==> src/rtl/fix_pkg.sv <==
// Shared types for the FIX session / TOE transmit path.
package fix_pkg;

    localparam int unsigned ID_W_DEFAULT = 2;

    typedef logic [7:0] byte_t;

    typedef enum logic [1:0] {
        ST_IDLE,
        ST_XFER,
        ST_GAP
    } state_t;

endpackage

==> src/rtl/fix_rr_arbiter.sv <==
// Combinational round-robin pick: first set request at or after ptr, wrapping.
module fix_rr_arbiter #(
    parameter int unsigned N     = 2,
    parameter int unsigned IDX_W = 1
) (
    input  logic [N-1:0]     req,
    input  logic [IDX_W-1:0] ptr,
    output logic [IDX_W-1:0] grant,
    output logic             valid
);

    logic [2*N-1:0] dbl;
    logic [N-1:0]   rot;
    int unsigned    sum;

    always_comb begin
        grant = '0;
        valid = 1'b0;
        sum   = 0;
        // Rotate so bit 0 is the pointer position, then take the lowest set bit.
        dbl   = {req, req} >> ptr;
        rot   = dbl[N-1:0];
        for (int unsigned k = 0; k < N; k++) begin
            if (!valid && rot[k]) begin
                valid = 1'b1;
                sum   = 32'(ptr) + k;
                grant = IDX_W'((sum >= N) ? sum - N : sum);
            end
        end
    end

endmodule

==> src/rtl/fix_tx_arbiter.sv <==
// Message-granular round-robin arbiter sharing the TOE transmit FIFO among
// NUM_HOST session engines, with stall-timeout and disconnect abort.
module fix_tx_arbiter
    import fix_pkg::*;
#(
    parameter int unsigned NUM_HOST = 2,
    parameter int unsigned ID_W     = ID_W_DEFAULT,
    parameter int unsigned TIMEOUT  = 64
) (
    input  logic                  clk,
    input  logic                  rst,
    input  logic [NUM_HOST-1:0]   host_connected_i,
    input  logic [NUM_HOST-1:0]   req_write_i,
    input  logic [8*NUM_HOST-1:0] req_message_i,
    input  logic [NUM_HOST-1:0]   req_end_i,
    output logic [NUM_HOST-1:0]   req_full_o,
    input  logic                  fifo_full_i,
    output logic                  fifo_write_o,
    output logic [7:0]            message_o,
    output logic                  end_o,
    output logic [ID_W-1:0]       id_o,
    output logic                  abort_o
);

    state_t              state;
    logic [ID_W-1:0]     g;
    logic [ID_W-1:0]     rr;
    logic [ID_W-1:0]     g_next;
    logic [7:0]          stall;

    logic [NUM_HOST-1:0] eligible;
    logic [ID_W-1:0]     pick;
    logic                pick_valid;

    logic                sel_write;
    logic                sel_end;
    logic                sel_conn;
    byte_t               sel_byte;
    logic                accept;
    logic                abort_now;

    assign eligible = req_write_i & host_connected_i;

    fix_rr_arbiter #(
        .N     (NUM_HOST),
        .IDX_W (ID_W)
    ) u_rr (
        .req   (eligible),
        .ptr   (rr),
        .grant (pick),
        .valid (pick_valid)
    );

    always_comb begin
        sel_write  = 1'b0;
        sel_end    = 1'b0;
        sel_conn   = 1'b0;
        sel_byte   = '0;
        req_full_o = '1;
        for (int unsigned h = 0; h < NUM_HOST; h++) begin
            if (g == ID_W'(h)) begin
                sel_write = req_write_i[h];
                sel_end   = req_end_i[h];
                sel_conn  = host_connected_i[h];
                sel_byte  = req_message_i[8*h +: 8];
                if (state == ST_XFER) begin
                    req_full_o[h] = fifo_full_i;
                end
            end
        end
    end

    assign accept    = (state == ST_XFER) && sel_write && !fifo_full_i;
    // Disconnect beats a same-cycle accept: the byte is dropped.
    assign abort_now = (state == ST_XFER) && (!sel_conn || stall == 8'(TIMEOUT));
    assign g_next    = (g == ID_W'(NUM_HOST - 1)) ? '0 : g + ID_W'(1);

    always_ff @(posedge clk or negedge rst) begin
        if (!rst) begin
            state        <= ST_IDLE;
            g            <= '0;
            rr           <= '0;
            stall        <= '0;
            fifo_write_o <= 1'b0;
            message_o    <= '0;
            end_o        <= 1'b0;
            id_o         <= '0;
            abort_o      <= 1'b0;
        end else begin
            fifo_write_o <= 1'b0;
            end_o        <= 1'b0;
            abort_o      <= 1'b0;
            case (state)
                ST_IDLE: begin
                    stall <= '0;
                    if (pick_valid) begin
                        g     <= pick;
                        state <= ST_XFER;
                    end
                end
                ST_XFER: begin
                    if (abort_now) begin
                        end_o   <= 1'b1;
                        abort_o <= 1'b1;
                        id_o    <= g;
                        rr      <= g_next;
                        stall   <= '0;
                        state   <= ST_GAP;
                    end else if (accept) begin
                        fifo_write_o <= 1'b1;
                        message_o    <= sel_byte;
                        end_o        <= sel_end;
                        id_o         <= g;
                        stall        <= '0;
                        if (sel_end) begin
                            rr    <= g_next;
                            state <= ST_GAP;
                        end
                    end else if (fifo_full_i) begin
                        stall <= '0;
                    end else begin
                        stall <= stall + 8'(1);
                    end
                end
                ST_GAP: begin
                    state <= ST_IDLE;
                end
                default: begin
                    state <= ST_IDLE;
                end
            endcase
        end
    end

endmodule

==> config.mk <==
export PLATFORM = sky130hd
export DESIGN_NAME = fix_tx_arbiter
export DESIGN_NICKNAME = d
export VERILOG_FILES = /design/src/rtl/fix_pkg.sv /design/src/rtl/fix_rr_arbiter.sv /design/src/rtl/fix_tx_arbiter.sv
export SDC_FILE = /design/constraint.sdc
export NUM_CORES = 1
export LEC_CHECK = 0
export BUFFER_PORTS_ARGS = -buffer_cell sky130_fd_sc_hd__buf_2
export CAP_MARGIN = 20
export CORE_MARGIN = 1
export CORE_UTILIZATION = 35
export DETAILED_ROUTE_END_ITERATION = 16
export MAX_ROUTING_LAYER = met4
export PLACE_DENSITY_LB_ADDON = 0.08
export SYNTH_ARGS = -nofsm -noshare
export SYNTH_HDL_FRONTEND = slang
export SYNTH_SLANG_ARGS = --single-unit
==> constraint.sdc <==
create_clock -name clk -period 5.1 [get_ports clk]
set_input_delay 0.255 -clock clk [delete_from_list [all_inputs] [get_ports clk]]
set_output_delay 0.255 -clock clk [all_outputs]
set_load 0.02 [all_outputs]
==> impl_metrics.toml, run 1 <==
[clock_network]
cts_resized = 0
clockBufferDepth = 2
clkTransAtPathRegs_ns = 0.09
hold_buffers = 0
insertion_delay_ns = 0.27
cts_buffers = 3
cts_tree = "done"
root_buffer = "clkbuf_8"
cts_setup_buffers = 0
htree_levels = 1
cts.sinks = 27

[drt]
drc = 0
wl_mm = 2.98
first_pass_iters = 4
dr.first_iter.drc_count = 48
vias_per_cell = 5.04
via_count = 1099
routedWlPerCell_um = 13.7
ant_nets = 0

[pwr]
power_frac_clock_pct = 14.5
intPower_mw = 0.507
vdd_drop_max_mv = 0.234
leakage_nw = 0.829
pwr_density_cell_nw_per_um2 = 473
p_comb_share_pct = 43.8
power.switching_mw = 0.311
p_seq_share_pct = 41.7
power.total_mw = 0.818
switching_share_pct = 38.0

[global_route]
grt_pass1_wl_mm = 5.25
first_global_vias = 1108
grt_use_met3_pct = 2.57
grt_max_degree = 28
grtUsageMet1_pct = 21.0
grt_busiest_layer = "met2"
met2_usage_pct = 25.5
track_usage_pct = 16.2
grt-ovfl-total = 0
antenna_found_initial = 0

[floorplan]
io_pins = 40
core_area_um2 = 4000
initial_utilization_pct = 36.5
die_w_um = 66.6
row_count = 23
die-area_um2 = 4440
die_h_um = 66.6

[finish]
n_fill_cell = 398
syn2layout_area_growth_pct = 18.3
finalNetCount = 196
fin_cells = 218
drive_gt1_share_pct = 36.3
final_common_cell = "buf_2"
mostFrequentLayoutCells = "buf_2, dfrtp_1, nor2_1"
antenna_cells = 0

[critical_path]
arrival_ns = 2.70
path_class = "reg2reg"
cp.depth = 4
crit_slowest_cell = "dfrtp_1"
path_delay_family = "compound AO/OA/AOI/OAI gates"
path_cells = "mux2i_1, a211oi_2, o21ai_4, mux2_4"
reg2reg_depth = 4
startpoint_type = "flop"
critical_path_required_ns = 5.26
endpoint_kind = "flop"
worstPathMaxFanout = 18
critPathBufInv = 0
slowest_delay_ns = 0.84

[worst_hold_path]
hp-class = "in2async"

[timing]
setup_viol = 0
rsz0062_at_grt = "false"
clock.fmax_ghz = 0.393
worst_pin_slew_ns = 0.892
fin_setup_tns_ns = 0
fin_skew_ns = 0.00184
final_hold_viol_count = 27
final_max_slew_viol_count = 0
fin_crit_sh_pct = 49.9
finalCriticalPeriod_ns = 2.54
timing.hold.ws_ns = -0.0200
relSlewSlack_pct = 40.4

[yosys]
ys_types = 43
synthArstFlopShare_pct = 100
ys.flop_type = "dfrtp_1"
postSynthRegisterBits = 27
syn_inst = 131
synthesis.nets = 158
synth_area_per_cell_um2 = 11.2
synth-edff-count = 0
syn-cell-area_um2 = 1460
ys_seq_area_share_pct = 46.2
yosys_warnings = 0

[run_status]
status = "finished, violations left"
violations = "negative hold slack"

[flow_run]
drv_cap = 0

[place]
dp_hpwl_mm = 2.25
io_buffers = 39
dp.cells = 214
gp_congestion = 0.874
## power groups by stage
| stage | combinational [mW] | sequential [mW] | clock (mW) |
|---|---|---|---|
| final | 0.358 | 0.341 | 0.119 |
| after global routing | 0.386 | 0.353 | 0.137 |
| after CTS | 0.363 | 0.342 | 0.125 |
| after detailed placement | 0.363 | 0.345 | 0 |
| after global placement | 0.357 | 0.345 | 0 |
| after floorplan | 0.247 | 0.369 | 0 |
## kinds of logic (layout without fill, tap and decap cells)
| logic type | Yosys count | after routing | share of synthesized area (%) |
|---|---|---|---|
| AND/OR/NAND/NOR | 44 | 44 | 15.6 |
| flip-flops | 27 | 27 | 46.2 |
| AO/OA/AOI/OAI | 23 | 23 | 13.6 |
| multiplexers | 22 | 22 | 18.3 |
| buffers and inverters | 12 | 49 | 3.94 |
| adder cells (fa/ha/maj) | 2 | 2 | 1.71 |
| XOR/XNOR | 1 | 1 | 0.599 |
## layout make-up
cell class | count | area, um2 | area share, %
multi-input cells | 92 | 728 | 42.1
inverters | 6 | 22.5 | 1.30
repair buffers | 39 | 195 | 11.3
clock buffers | 4 | 45.0 | 2.60
flip-flops and latches | 27 | 676 | 39.1
well taps | 50 | 62.6 | 3.62
## registers in the layout (all words and copies together) (netlist names)
register,count
state,2
fifo_write_o,1
rr,2
stall,8
id_o,2
end_o,1
abort_o,1
g,2
message_o,8
## worst reg2reg max path: stages (launching register included)
cell      delay, ns
dfrtp_1        0.84
mux2i_1        0.21
a211oi_2       0.79
o21ai_4        0.25
mux2_4         0.36
## metrics by stage
stage	worst slack (ns)	cell area, um2	util [%]
after global placement	2.68	1680	42.1
after CTS	2.56	1730	43.2
after detailed placement	2.56	1680	42.1
after global routing	2.37	1730	43.2
final	2.56	1730	43.2
after floorplan	3.27	1460	-
## layer usage
layer	up-vias	share of wire [%]
met5	-	0
met4	0	1.2
met3	4	3.7
met2	21	50
met1	534	45
li1	540	-
## synthesized netlist by cell type (all sizes together), types with 3 or more instances
master  instances  share of area [%]
a22o            4                2.4
a31o            3                1.8
buf             4                1.9
dfrtp          27                 46
inv             6                1.5
mux2           11                 11
mux2i          11                7.5
nand2          11                2.8
nand3           4                1.4
nor2           15                4.4
o21ai           6                3.1
## path summary, 6_finish.rpt
check / startpoint / slack, ns / to
setup reg to reg: g[0] / 2.56 / message_o[0]
hold reg to reg: rr[1] / 0.50 / rr[1]
max in group asynchronous: rst / 4.72 / message_o[0]
hold / removal: rst / -0.02 / fifo_write_o
min in group clk: req_end_i[1] / 0.33 / state[1]
setup / recovery: g[0] / 2.56 / message_o[0]
Note: power is estimated with default switching activity, not from simulation.
==> run 2: changes to the inputs <==
clock period = 2.15 ns   (was 5.1 ns; I/O delays follow)
==> impl_metrics.toml, run 2 (synthesis results as in run 1) <==
[timing]
setup_viol = 0
fin_skew_ns = 0.0153
timing.hold.ws_ns = 0.163
clock.fmax_ghz = 0.518
final_max_slew_viol_count = 0
worst_pin_slew_ns = 0.611
rsz0062_at_grt = "false"
final_hold_viol_count = 0
fin_crit_sh_pct = 89.7
fin_setup_tns_ns = 0
fin_ws_ns = 0.221
relSlewSlack_pct = 59.2
finalCriticalPeriod_ns = 1.93

[global_route]
antenna_found_initial = 0
grt_pass1_wl_mm = 5.43
track_usage_pct = 16.9
first_global_vias = 1200
grt-ovfl-total = 0
grt_max_degree = 28

[drt]
first_pass_iters = 4
via_count = 1135
ant_nets = 0
routedWlPerCell_um = 14.3
drc = 0
dr.first_iter.drc_count = 58
wl_mm = 3.21
vias_per_cell = 5.04

[pwr]
vdd_drop_max_mv = 0.440
pwr_density_cell_nw_per_um2 = 1130
power.total_mw = 2.02
leakage_nw = 0.863

[place]
dp_hpwl_mm = 2.47
io_buffers = 39
dp_slack_ns = 0.239
gp_congestion = 0.786

[floorplan]
row_count = 23
initial_utilization_pct = 36.5
io_pins = 40
die_h_um = 66.6
die_w_um = 66.6
die-area_um2 = 4440
core_area_um2 = 4000

[finish]
antenna_cells = 0
finalNetCount = 203
final_common_cell = "buf_2"
mostFrequentLayoutCells = "buf_2, dfrtp_1, nor2_1"
top_regs = "message_o: 8 flops, stall: 8 flops"
final_util_pct = 44.7
drive_gt1_share_pct = 38.9
syn2layout_area_growth_pct = 22.3

[critical_path]
path_class = "reg2reg"
arrival_ns = 2.09
critical_path_required_ns = 2.31
startpoint_type = "flop"
endpoint_kind = "flop"
worstPathMaxFanout = 9

[worst_hold_path]
hp-class = "in2reg"

[clock_network]
clockBufferDepth = 2
root_buffer = "clkbuf_8"
insertion_delay_ns = 0.28
cts_resized = 0
cts_buffers = 3
htree_levels = 1
cts_setup_buffers = 0
cts.sinks = 27
hold_buffers = 1
cts_tree = "done"
clkTransAtPathRegs_ns = 0.10

[flow_run]
drv_cap = 0

[run_status]
status = "completed"
run 2: stage by stage:
stage                     instances  cell area [um2]
after detailed placement        220             1730
after CTS                       225             1790
after global placement          220             1730
after global routing            225             1790
after floorplan                 131             1460
final                           225             1790
run 2: worst paths after layout:
kind,startpoint,end,slack [ns],depth (start not counted)
max,stall[0],message_o[6],0.22,7
max in group asynchronous,rst,message_o[0],1.37,2
max reg2reg,stall[0],message_o[6],0.22,7
min reg2reg,rr[1],rr[1],0.51,1
min,req_end_i[1],state[1],0.16,3
min in group asynchronous,rst,stall[7],0.36,2
run 2: report_power, final:
part	total, mW	switching (mW)	internal [mW]
sequential	0.751	0.0942	0.657
combinational	0.969	0.513	0.456
clock	0.297	0.165	0.132
total	2.02	0.773	1.24
run 2: worst max-delay path: stages, from the launching register on:
cell      delay [ns]
dfrtp_1         0.44
inv_1           0.08
ha_1            0.13
and4bb_2        0.23
a211oi_2        0.07
buf_4           0.16
o21ai_4         0.36
mux2_4          0.34
run 2: final cells by class:
cell class | count | area (um2)
fillers | 399 | 2210
multi-input cells | 92 | 728
flip-flops and latches | 27 | 676
repair buffers | 46 | 250
well taps | 50 | 62.6
clock buffers | 3 | 41.3
inverters | 6 | 22.5
clock inverters | 1 | 7.51
run 2: per-layer routing:
metal	up-vias	global-route usage [%]	wire length [um]	part of all wire, %
met5	-	-	0	0
met4	0	6.38	28	0.87
met3	4	2.74	88	2.7
met2	23	29.0	1630	51
met1	554	19.7	1460	46
li1	554	-	-	-
